File: src/rtl/commu_m_pkg.sv
// Shared types and constants for the master-side communication read channel.
package commu_m_pkg;

    typedef enum logic [1:0] {
        ST_IDLE = 2'd0,
        ST_REAL = 2'd1,
        ST_TP   = 2'd2
    } state_e;

    // Source of the byte returned one cycle after an accepted read.
    typedef enum logic [1:0] {
        SRC_TP   = 2'd0,
        SRC_REAL = 2'd1,
        SRC_FILL = 2'd2
    } src_e;

    localparam int unsigned CFG_RUN_BIT = 0;
    localparam int unsigned CFG_TP_BIT  = 1;

    // State selected by the configuration word at a frame boundary or from idle.
    function automatic state_e cfg_next_state(input logic [7:0] cfg);
        if (!cfg[CFG_RUN_BIT]) begin
            return ST_IDLE;
        end
        return cfg[CFG_TP_BIT] ? ST_TP : ST_REAL;
    endfunction

endpackage

File: src/rtl/commu_m_arb_stat.sv
// Saturating frame/underflow statistics for commu_m_arb.
// Present only when COMMU_M_ARB_STAT_EN is defined.
`ifdef COMMU_M_ARB_STAT_EN
module commu_m_arb_stat (
    input  logic        clk_sys,
    input  logic        rst_n,
    input  logic        frm_real_inc,
    input  logic        frm_tp_inc,
    input  logic        unf_inc,
    output logic [15:0] stat_frm_real,
    output logic [15:0] stat_frm_tp,
    output logic [15:0] stat_unf
);

    logic [15:0] frm_real_q, frm_real_d;
    logic [15:0] frm_tp_q,   frm_tp_d;
    logic [15:0] unf_q,      unf_d;

    // Increment each counter on its event pulse, holding at all-ones.
    always_comb begin
        frm_real_d = frm_real_q;
        frm_tp_d   = frm_tp_q;
        unf_d      = unf_q;
        if (frm_real_inc && (frm_real_q != '1)) frm_real_d = frm_real_q + 16'd1;
        if (frm_tp_inc   && (frm_tp_q   != '1)) frm_tp_d   = frm_tp_q   + 16'd1;
        if (unf_inc      && (unf_q      != '1)) unf_d      = unf_q      + 16'd1;
    end

    // Counter registers with synchronous active-low reset.
    always_ff @(posedge clk_sys) begin
        if (!rst_n) begin
            frm_real_q <= '0;
            frm_tp_q   <= '0;
            unf_q      <= '0;
        end else begin
            frm_real_q <= frm_real_d;
            frm_tp_q   <= frm_tp_d;
            unf_q      <= unf_d;
        end
    end

    assign stat_frm_real = frm_real_q;
    assign stat_frm_tp   = frm_tp_q;
    assign stat_unf      = unf_q;

endmodule
`endif

File: src/rtl/commu_m_arb.sv
// Frame-aligned source arbiter: real FIFO or test-pattern source, switched
// only on frame boundaries, padding real-source underflow with FILL_BYTE.
// Optional statistics outputs under COMMU_M_ARB_STAT_EN.
module commu_m_arb
    import commu_m_pkg::*;
#(
    parameter int unsigned FRAME_LEN = 256,
    parameter logic [7:0]  FILL_BYTE = 8'h00
) (
    input  logic        clk_sys,
    input  logic        rst_n,
    input  logic [7:0]  cfg_tp,
    input  logic        req_rd,
    output logic [7:0]  req_q,
    output logic        req_vld,
    output logic        req_sof,
    output logic        real_rd,
    input  logic [7:0]  real_q,
    input  logic        real_empty,
    output logic        tp_rd,
    input  logic [7:0]  tp_q
`ifdef COMMU_M_ARB_STAT_EN
    ,
    output logic [15:0] stat_frm_real,
    output logic [15:0] stat_frm_tp,
    output logic [15:0] stat_unf
`endif
);

    localparam int unsigned CW = (FRAME_LEN > 1) ? $clog2(FRAME_LEN) : 1;
    localparam logic [CW-1:0] CNT_LAST = CW'(FRAME_LEN - 1);

    state_e        state_q, state_d;
    logic [CW-1:0] cnt_q,   cnt_d;
    logic          vld_q,   vld_d;
    logic          sof_q,   sof_d;
    src_e          src_q,   src_d;
    logic          accept;

    logic unused_cfg;
    assign unused_cfg = ^cfg_tp[7:2];

    // Next-state, byte counter, source strobes and registered read tag.
    always_comb begin
        state_d = state_q;
        cnt_d   = cnt_q;
        vld_d   = 1'b0;
        sof_d   = 1'b0;
        src_d   = src_q;
        accept  = 1'b0;
        real_rd = 1'b0;
        tp_rd   = 1'b0;
        case (state_q)
            ST_IDLE: begin
                cnt_d   = '0;
                state_d = cfg_next_state(cfg_tp);
            end
            ST_REAL: begin
                accept  = req_rd;
                real_rd = req_rd & ~real_empty;
            end
            ST_TP: begin
                accept = req_rd;
                tp_rd  = req_rd;
            end
            default: state_d = ST_IDLE;
        endcase
        if (accept) begin
            vld_d = 1'b1;
            sof_d = (cnt_q == '0);
            if (state_q == ST_TP) src_d = SRC_TP;
            else                  src_d = real_empty ? SRC_FILL : SRC_REAL;
            if (cnt_q == CNT_LAST) begin
                cnt_d   = '0;
                state_d = cfg_next_state(cfg_tp);
            end else begin
                cnt_d = cnt_q + CW'(1);
            end
        end
    end

    // State and read-pipeline registers.
    always_ff @(posedge clk_sys) begin
        if (!rst_n) begin
            state_q <= ST_IDLE;
            cnt_q   <= '0;
            vld_q   <= 1'b0;
            sof_q   <= 1'b0;
            src_q   <= SRC_TP;
        end else begin
            state_q <= state_d;
            cnt_q   <= cnt_d;
            vld_q   <= vld_d;
            sof_q   <= sof_d;
            src_q   <= src_d;
        end
    end

    // Return-data mux steered by the tag captured with the accepted read.
    always_comb begin
        req_q = FILL_BYTE;
        if (vld_q) begin
            case (src_q)
                SRC_TP:   req_q = tp_q;
                SRC_REAL: req_q = real_q;
                default:  req_q = FILL_BYTE;
            endcase
        end
    end

    assign req_vld = vld_q;
    assign req_sof = sof_q;

`ifdef COMMU_M_ARB_STAT_EN
    logic frm_end;
    assign frm_end = accept & (cnt_q == CNT_LAST);

    commu_m_arb_stat u_stat (
        .clk_sys       (clk_sys),
        .rst_n         (rst_n),
        .frm_real_inc  (frm_end & (state_q == ST_REAL)),
        .frm_tp_inc    (frm_end & (state_q == ST_TP)),
        .unf_inc       ((state_q == ST_REAL) & req_rd & real_empty),
        .stat_frm_real (stat_frm_real),
        .stat_frm_tp   (stat_frm_tp),
        .stat_unf      (stat_unf)
    );
`endif

endmodule

File: config.mk
export PLATFORM = sky130hd
export DESIGN_NAME = commu_m_arb
export DESIGN_NICKNAME = d
export VERILOG_FILES = /design/src/rtl/commu_m_pkg.sv /design/src/rtl/commu_m_arb_stat.sv /design/src/rtl/commu_m_arb.sv
export SDC_FILE = /design/constraint.sdc
export NUM_CORES = 1
export LEC_CHECK = 0
export CAP_MARGIN = 20
export CORE_MARGIN = 3
export CORE_UTILIZATION = 40
export DETAILED_ROUTE_END_ITERATION = 7
export PLACE_DENSITY = 0.76
export SLEW_MARGIN = 10
export SYNTH_ARGS = -nofsm -noshare
export SYNTH_HDL_FRONTEND = slang
export SYNTH_HIERARCHICAL = 1
export SYNTH_SLANG_ARGS = --single-unit
File: constraint.sdc
create_clock -name clk_sys -period 2.7 [get_ports clk_sys]
set_input_delay 0.54 -clock clk_sys [delete_from_list [all_inputs] [get_ports clk_sys]]
set_output_delay 0.54 -clock clk_sys [all_outputs]
set_load 0.01 [all_outputs]
**After elaboration in Yosys (flattened, before gate mapping)**

Index checks and enable logic that the tools add are counted.

- Register bits: 14
- Input bits: 28

- Mux-type cells: 22
- Equality and inequality tests: 4
- Reduce and logical (&&, ||, !) cells: 6
- Add/subtract/negate cells: 1
- Bitwise logic cells: 2

Operator list:

| operator | count |
|---|---|
| 2-to-1 mux 8 bit | 4 |
| 2-to-1 mux 2 bit | 8 |
| one-hot mux 8 bit (2 select lines) | 1 |
| adder 8 x 1 -> 8 bit, second input constant | 1 |
| equality test 8 bit, second input constant | 1 |
| zero test 8 bit | 1 |
| 2-to-1 mux 1 bit | 8 |
| equality test 2 x 1 -> 1 bit, second input constant | 2 |
| zero test 2 bit | 2 |
| one-hot mux 2 bit (2 select lines) | 1 |
| equality test 2 bit, second input constant | 1 |
| AND reduction 2 bit | 1 |
| nonzero test 2 bit | 1 |
| OR reduction 2 bit | 1 |
| AND 1 bit | 1 |
| NOT 1 bit | 1 |

**Depth between registers and ports, before layout**

Gate-level depths: netlist of run 1.

- Depth in word-level cells: 7
- Depth in mapped cells: 7

**Worst setup path after synthesis of run 1**

No wires, ideal clock.

- Kind: register to register
- Start point: reg state_q[0]
- End point: reg state_q[1]
- Slack: 0.883 ns
- Clock period less this slack: 1.817 ns
- Data required time: 2.584 ns
- Arrival time: 1.701 ns
- Cell stages (with the launch flop): 7
- Library setup time: 0.116 ns
- Cell sequence: dfxtp_1 > inv_1 > ha_1 > nand2_1 > or4_4 > and4_4 > a41o_1

- Longest elaborated chain between the ends: 5
- Elaborated cells on any way between the ends: 8
- Classes of those cells: eq/ne: 2; mux: 4; reduce/logical: 2

RTL lines:

| what | RTL line | source |
|---|---|---|
| from (decl) | commu_m_arb.sv:33 | `state_e state_q, state_d;` |
| from (signal assigned) | commu_m_arb.sv:91 | `state_q <= state_d;` |
| equality test 2 bit or equality test 2 x 1 -> 1 bit (tied branches) | commu_m_arb.sv:53 | `case (state_q)` |
| OR reduction 2 bit (no source line) | - |  |
| one-hot mux 2 bit (2 select lines) | commu_m_arb.sv:53 |  |
| 2-to-1 mux 2 bit | commu_m_arb.sv:73 | `if (cnt_q == CNT_LAST) begin` |
| 2-to-1 mux 2 bit * | commu_m_arb.sv:68 | `if (accept) begin` |

Every way passes the cells marked *; elsewhere a longest branch is shown, timed or not.
A chain may end at the register's enable or synchronous reset.

**Worst setup path in the final report of run 1**

- Start point: in req_rd
- End point: out real_rd

- Longest elaborated chain between the ends: 2

RTL lines:

| what | RTL line | source |
|---|---|---|
| from (decl) | commu_m_arb.sv:13 | `input logic req_rd,` |
| AND 1 bit | commu_m_arb.sv:60 | `real_rd = req_rd & ~real_empty;` |
| 2-to-1 mux 1 bit | commu_m_arb.sv:53 |  |
| to (decl) | commu_m_arb.sv:17 | `output logic real_rd,` |

Every way passes these cells.

==> results.toml, run 1 <==
[run_status]
status = "complete, no violations"

[timing]
layout_min_cycle_time_ps = 2350
fmax_ghz = 0.426
worst_slack_ps = 353
clock_skew_ps = 3.18
tns_ps = 0
setup_violations = 0
slew_headroom_pct = 67.7
worstMarginPinSlew_ps = 484
fin_crit_sh_pct = 86.9
slew_viol_final = 0
hold_viol = 0
rsz0062_at_grt = "no"

[global_routing]
grt_pass1_wl_um = 3710
grt_util_all_layers_pct = 17.8
first_global_vias = 892
overflow = 0
grt_max_degree = 14
antenna_found_initial = 0

[worst_setup_path]
r2r.worst_path.cells = 6
arrival_ps = 1810
cp.required_ps = 2160
crit_path_max_fanout = 6
timing.rr.start = "state_q[1]"
r2r_end = "state_q[1]"
r2r_slack_ps = 700
end_kind = "output port"
worstSetupPathType = "input pin to output port"
critPathCapture = "real_rd"
crit_path_start_kind = "input pin"
critPathLaunch = "req_rd"

[synthesis]
syn-num-nets = 140
synth_edf_count = 0
yosys.area.top_type_share_pct = 31.8
synthArstFlopShare_pct = 0
syn_area_um2 = 882
yosysTopAreaCell = "dfxtp_1"
ys_top_cells_by_area = "dfxtp_1 32%, mux2i_1 9.1%, ha_1 7.1%"
syn_avg_cell_area_um2 = 8.24
synthCells = 107
synth.distinct_cells = 35
ys.flop_type = "dfxtp_1"
synth_seq_cells = 14
ys_seq_area_share_pct = 31.8
synth_warnings = 6

[power_and_ir_drop]
ir_drop_mv = 0.308
power_leakage_uw = 0.000476
total_power_uw = 510
p_per_area_nw_per_um2 = 398

[clock_network]
cts.clk_slew.worst_paths_ps = 80
post_cts_resized = 0
clkLatencyLatePin_ps = 290
clockBufferDepth = 2
cts_buffers = 3
cts_setup_buffers = 0
cts-root-buf = "clkbuf_4"
h-tree-depth = 1
cts_sinks = 14
cts_hold_buf = 0
cts_tree = "yes"

[floorplan]
die_w_um = 53.0
die-area_um2 = 2800
io-pin-count = 40
die_h_um = 53.0
rows = 16
initial_core_util_pct = 43.6
core_region_area_um2 = 2020

[final_layout]
n_antenna_cell = 0
nets = 175
fin_cells = 168
final_area_um2 = 1280
drive_gt1_share_pct = 7.80
syn2layout_area_growth_pct = 45.0

[drt]
first_pass_iters = 4
vias = 907
routed_wl_um = 2180
drt-vias-per-instance = 5.40
wl_per_cell_um = 13.0
ant_nets = 0
initialDrtViolationCount = 8
drc = 0

[hold_path]
min_path_type = "flop to flop"

[placed_design]
dp.cells = 164
dpl.hpwl_um = 1740
numPortBuffers = 33
gp_congestion = 0.826
placed_area_um2 = 1240
place_ws_ps = 346

[job]
drv_cap = 0
[per-stage QoR]
stage	hold WS [ps]	util, %
after floorplan	462	-
final	519	63.2
after global placement	487	61.4
after detailed placement	494	61.4
after CTS	528	63.2
after global routing	572	63.2
[report_power, final]
group | switching [µW] | leakage, µW | total [µW] | internal [µW]
combinational | 55.1 | 0.000342 | 131 | 75.5
clock | 71.9 | 0.0000210 | 154 | 82.3
sequential | 9.89 | 0.000113 | 225 | 215
[worst min-delay path by stage]
stage,start,end,cells after the start
after detailed placement,cnt_q[7],cnt_q[7],1
final,src_q[1],src_q[1],2
after CTS,src_q[1],src_q[1],2
after global placement,src_q[1],src_q[1],2
after floorplan,cnt_q[6],cnt_q[6],1
after global routing,cnt_q[5],cnt_q[5],1
[metal layers]
metal  vias to the layer above  track usage [%]  wire length, µm
li1                        452                -                -
met1                       412             18.9              846
met2                        38             33.1             1030
met3                         5             3.38              252
met4                         0             8.94               49
met5                         -                0                0
[cells in the mapped netlist, types with 2 or more instances]
library cell  number
a31oi_1            4
inv_1              5
and3_1             2
a41o_1             2
nand3_1            2
nand2_1           12
dfxtp_1           14
nor3_1             2
nor2b_1            2
a21boi_0           2
ha_1               5
mux2i_1            8
and2_1             2
nor2_1            12
a21oi_1            4
o21ai_0            6
a22o_1             2
clkbuf_1           4
[cells in the final DEF (no fill, tap or decap), drive strengths merged, types with 2 or more instances in the layout]
cell           netlist  layout
nor2b                2       2
mux2i                8       8
ha                   5       5
inv                  5       5
a31oi                4       4
nand3                3       3
nand2               12      12
nor3                 2       2
o21ai                6       6
nor2                12      12
dfxtp               14      14
buf                  1       2
a21boi               2       2
and4                 2       2
a21oi                4       4
a22o                 2       2
and3                 2       2
a41o                 2       2
and2                 2       2
clkbuf               4       4
clkdlybuf4s50        0      33
[final cells by class]
| cell class | count | area, µm² |
|---|---|---|
| clock buffers | 4 | 36.3 |
| fillers | 177 | 743 |
| inverters | 5 | 18.8 |
| multi-input cells | 83 | 564 |
| flip-flops and latches | 14 | 280 |
| well taps | 27 | 33.8 |
| repair buffers | 35 | 345 |
[critical path, stage by stage]
cell	delay, ps
clkdlybuf4s50_1	560
and3b_1	180
clkdlybuf4s50_1	530
[flip-flops by register name, summed over array words and instances, names as in the netlist]
signal and count:
cnt_q 8, src_q 2, state_q 2, req_sof 1, req_vld 1
[logic make-up after synthesis]
logic type                 share of synthesized area [%]
AOI/OAI and AO/OA                                   18.4
DFF                                                 31.8
and+or+nand+nor                                     28.4
xor gates and xnor gates                           0.993
buffers and inverters                               4.25
adders and majority gates                           7.09
muxes                                               9.08
(Power assumes the default switching activity.)
==> run 2: changes to the inputs <==
--- a/config.mk
+++ b/config.mk
@@ -6,7 +6,7 @@
 export NUM_CORES = 1
 export LEC_CHECK = 0
 export CAP_MARGIN = 20
-export CORE_MARGIN = 3
+export CORE_MARGIN = 2
 export CORE_UTILIZATION = 40
 export DETAILED_ROUTE_END_ITERATION = 7
 export PLACE_DENSITY = 0.76
==> results.toml, run 2 (synthesis gave the netlist of run 1 again) <==
[run_status]
status = "complete, no violations"

[placed_design]
numPortBuffers = 33
gp_congestion = 0.855
dpl.hpwl_um = 1650

[floorplan]
initial_core_util_pct = 41.1
die-area_um2 = 2600
rows = 17
core_region_area_um2 = 2150
io-pin-count = 40
die_w_um = 51.0
die_h_um = 51.0

[drt]
routed_wl_um = 2150
drt-vias-per-instance = 5.35
vias = 904
ant_nets = 0
wl_per_cell_um = 12.7
drc = 0
first_pass_iters = 4
initialDrtViolationCount = 21

[timing]
whs_ps = 521
slew_viol_final = 0
clock_skew_ps = 1.33
setup_violations = 0
worstMarginPinSlew_ps = 492
hold_viol = 0
rsz0062_at_grt = "no"
fin_crit_sh_pct = 86.5
fmax_ghz = 0.428
slew_headroom_pct = 67.2
tns_ps = 0
layout_min_cycle_time_ps = 2340

[clock_network]
cts-root-buf = "clkbuf_4"
cts_tree = "yes"
cts_hold_buf = 0
cts_setup_buffers = 0
cts.clk_slew.worst_paths_ps = 80
clkLatencyLatePin_ps = 290
h-tree-depth = 1
clockBufferDepth = 2
cts_sinks = 14
post_cts_resized = 0
cts_buffers = 3

[worst_setup_path]
worstSetupPathType = "input pin to output port"
r2r.worst_path.cells = 6
crit_path_start_kind = "input pin"
arrival_ps = 1800
end_kind = "output port"
cp.required_ps = 2160
crit_path_max_fanout = 6

[hold_path]
holdPathStages = 1
min_path_type = "flop to flop"

[global_routing]
antenna_found_initial = 0
grt_pass1_wl_um = 3470
overflow = 0
grt_max_degree = 14
first_global_vias = 825
grt_util_all_layers_pct = 18.3

[final_layout]
drive_gt1_share_pct = 7.80
final_cell_mix = "33 x clkdlybuf4s50_1, 14 x dfxtp_1, 12 x nor2_1, 12 x nand2_1, 8 x mux2i_1"
mostFrequentLayoutCell = "clkdlybuf4s50_1"
nets = 175
n_fill_cell = 197
syn2layout_area_growth_pct = 45.1
ff_latch_area_um2 = 280
final_core_util_pct = 59.6
multi_input_area_um2 = 564
reg.largest.list = "cnt_q: 8 flops, src_q: 2 flops, state_q: 2 flops"
n_antenna_cell = 0
top_register = "cnt_q"
largest_reg_flops = 8

[job]
drv_cap = 0

[power_and_ir_drop]
power_leakage_uw = 0.000476
p_per_area_nw_per_um2 = 401
ir_drop_mv = 0.302
## run 2: cell type report
cell class,count,area share (%)
Clock buffer,4,2.83
Inverter,5,1.47
Sequential cell,14,21.9
Multi-Input combinational cell,83,44.1
Timing Repair Buffer,35,27.0
Tap cell,28,2.74
## run 2: path summary, 6_finish.rpt
path	start	end	slack (ps)
worst max register to register	state_q[1]	state_q[1]	750
worst min register to register	cnt_q[7]	cnt_q[7]	520
worst max-delay path	req_rd	real_rd	360
worst min-delay path	cnt_q[7]	cnt_q[7]	520
## run 2: worst max-delay path: stages
cell and delay (ps):
clkdlybuf4s50_1 550, and3b_1 180, clkdlybuf4s50_1 530
## run 2: routing by layer
metal | vias up | wire length [µm] | track usage [%]
li1 | 454 | - | -
met1 | 408 | 904 | 18.7
met2 | 37 | 996 | 32.7
met3 | 5 | 185 | 3.51
met4 | 0 | 65 | 13.5
met5 | - | 0 | 0
## run 2: power by group
part / switching [µW] / internal (µW) / total [µW] / leakage [µW]
clock network: 74.0 / 82.4 / 156 / 0.0000210
logic: 56.7 / 75.6 / 132 / 0.000342
registers: 9.30 / 215 / 224 / 0.000113
total: 140 / 373 / 513 / 0.000476
## run 2: through the flow
stage | cells | setup slack, ps | total power, µW | instance area, µm²
floorplan | 107 | 883 | 296 | 882
global placement | 165 | 375 | 357 | 1240
detailed placement | 165 | 365 | 361 | 1240
CTS | 169 | 360 | 519 | 1280
global route | 169 | 312 | 539 | 1280
finish | 169 | 364 | 513 | 1280
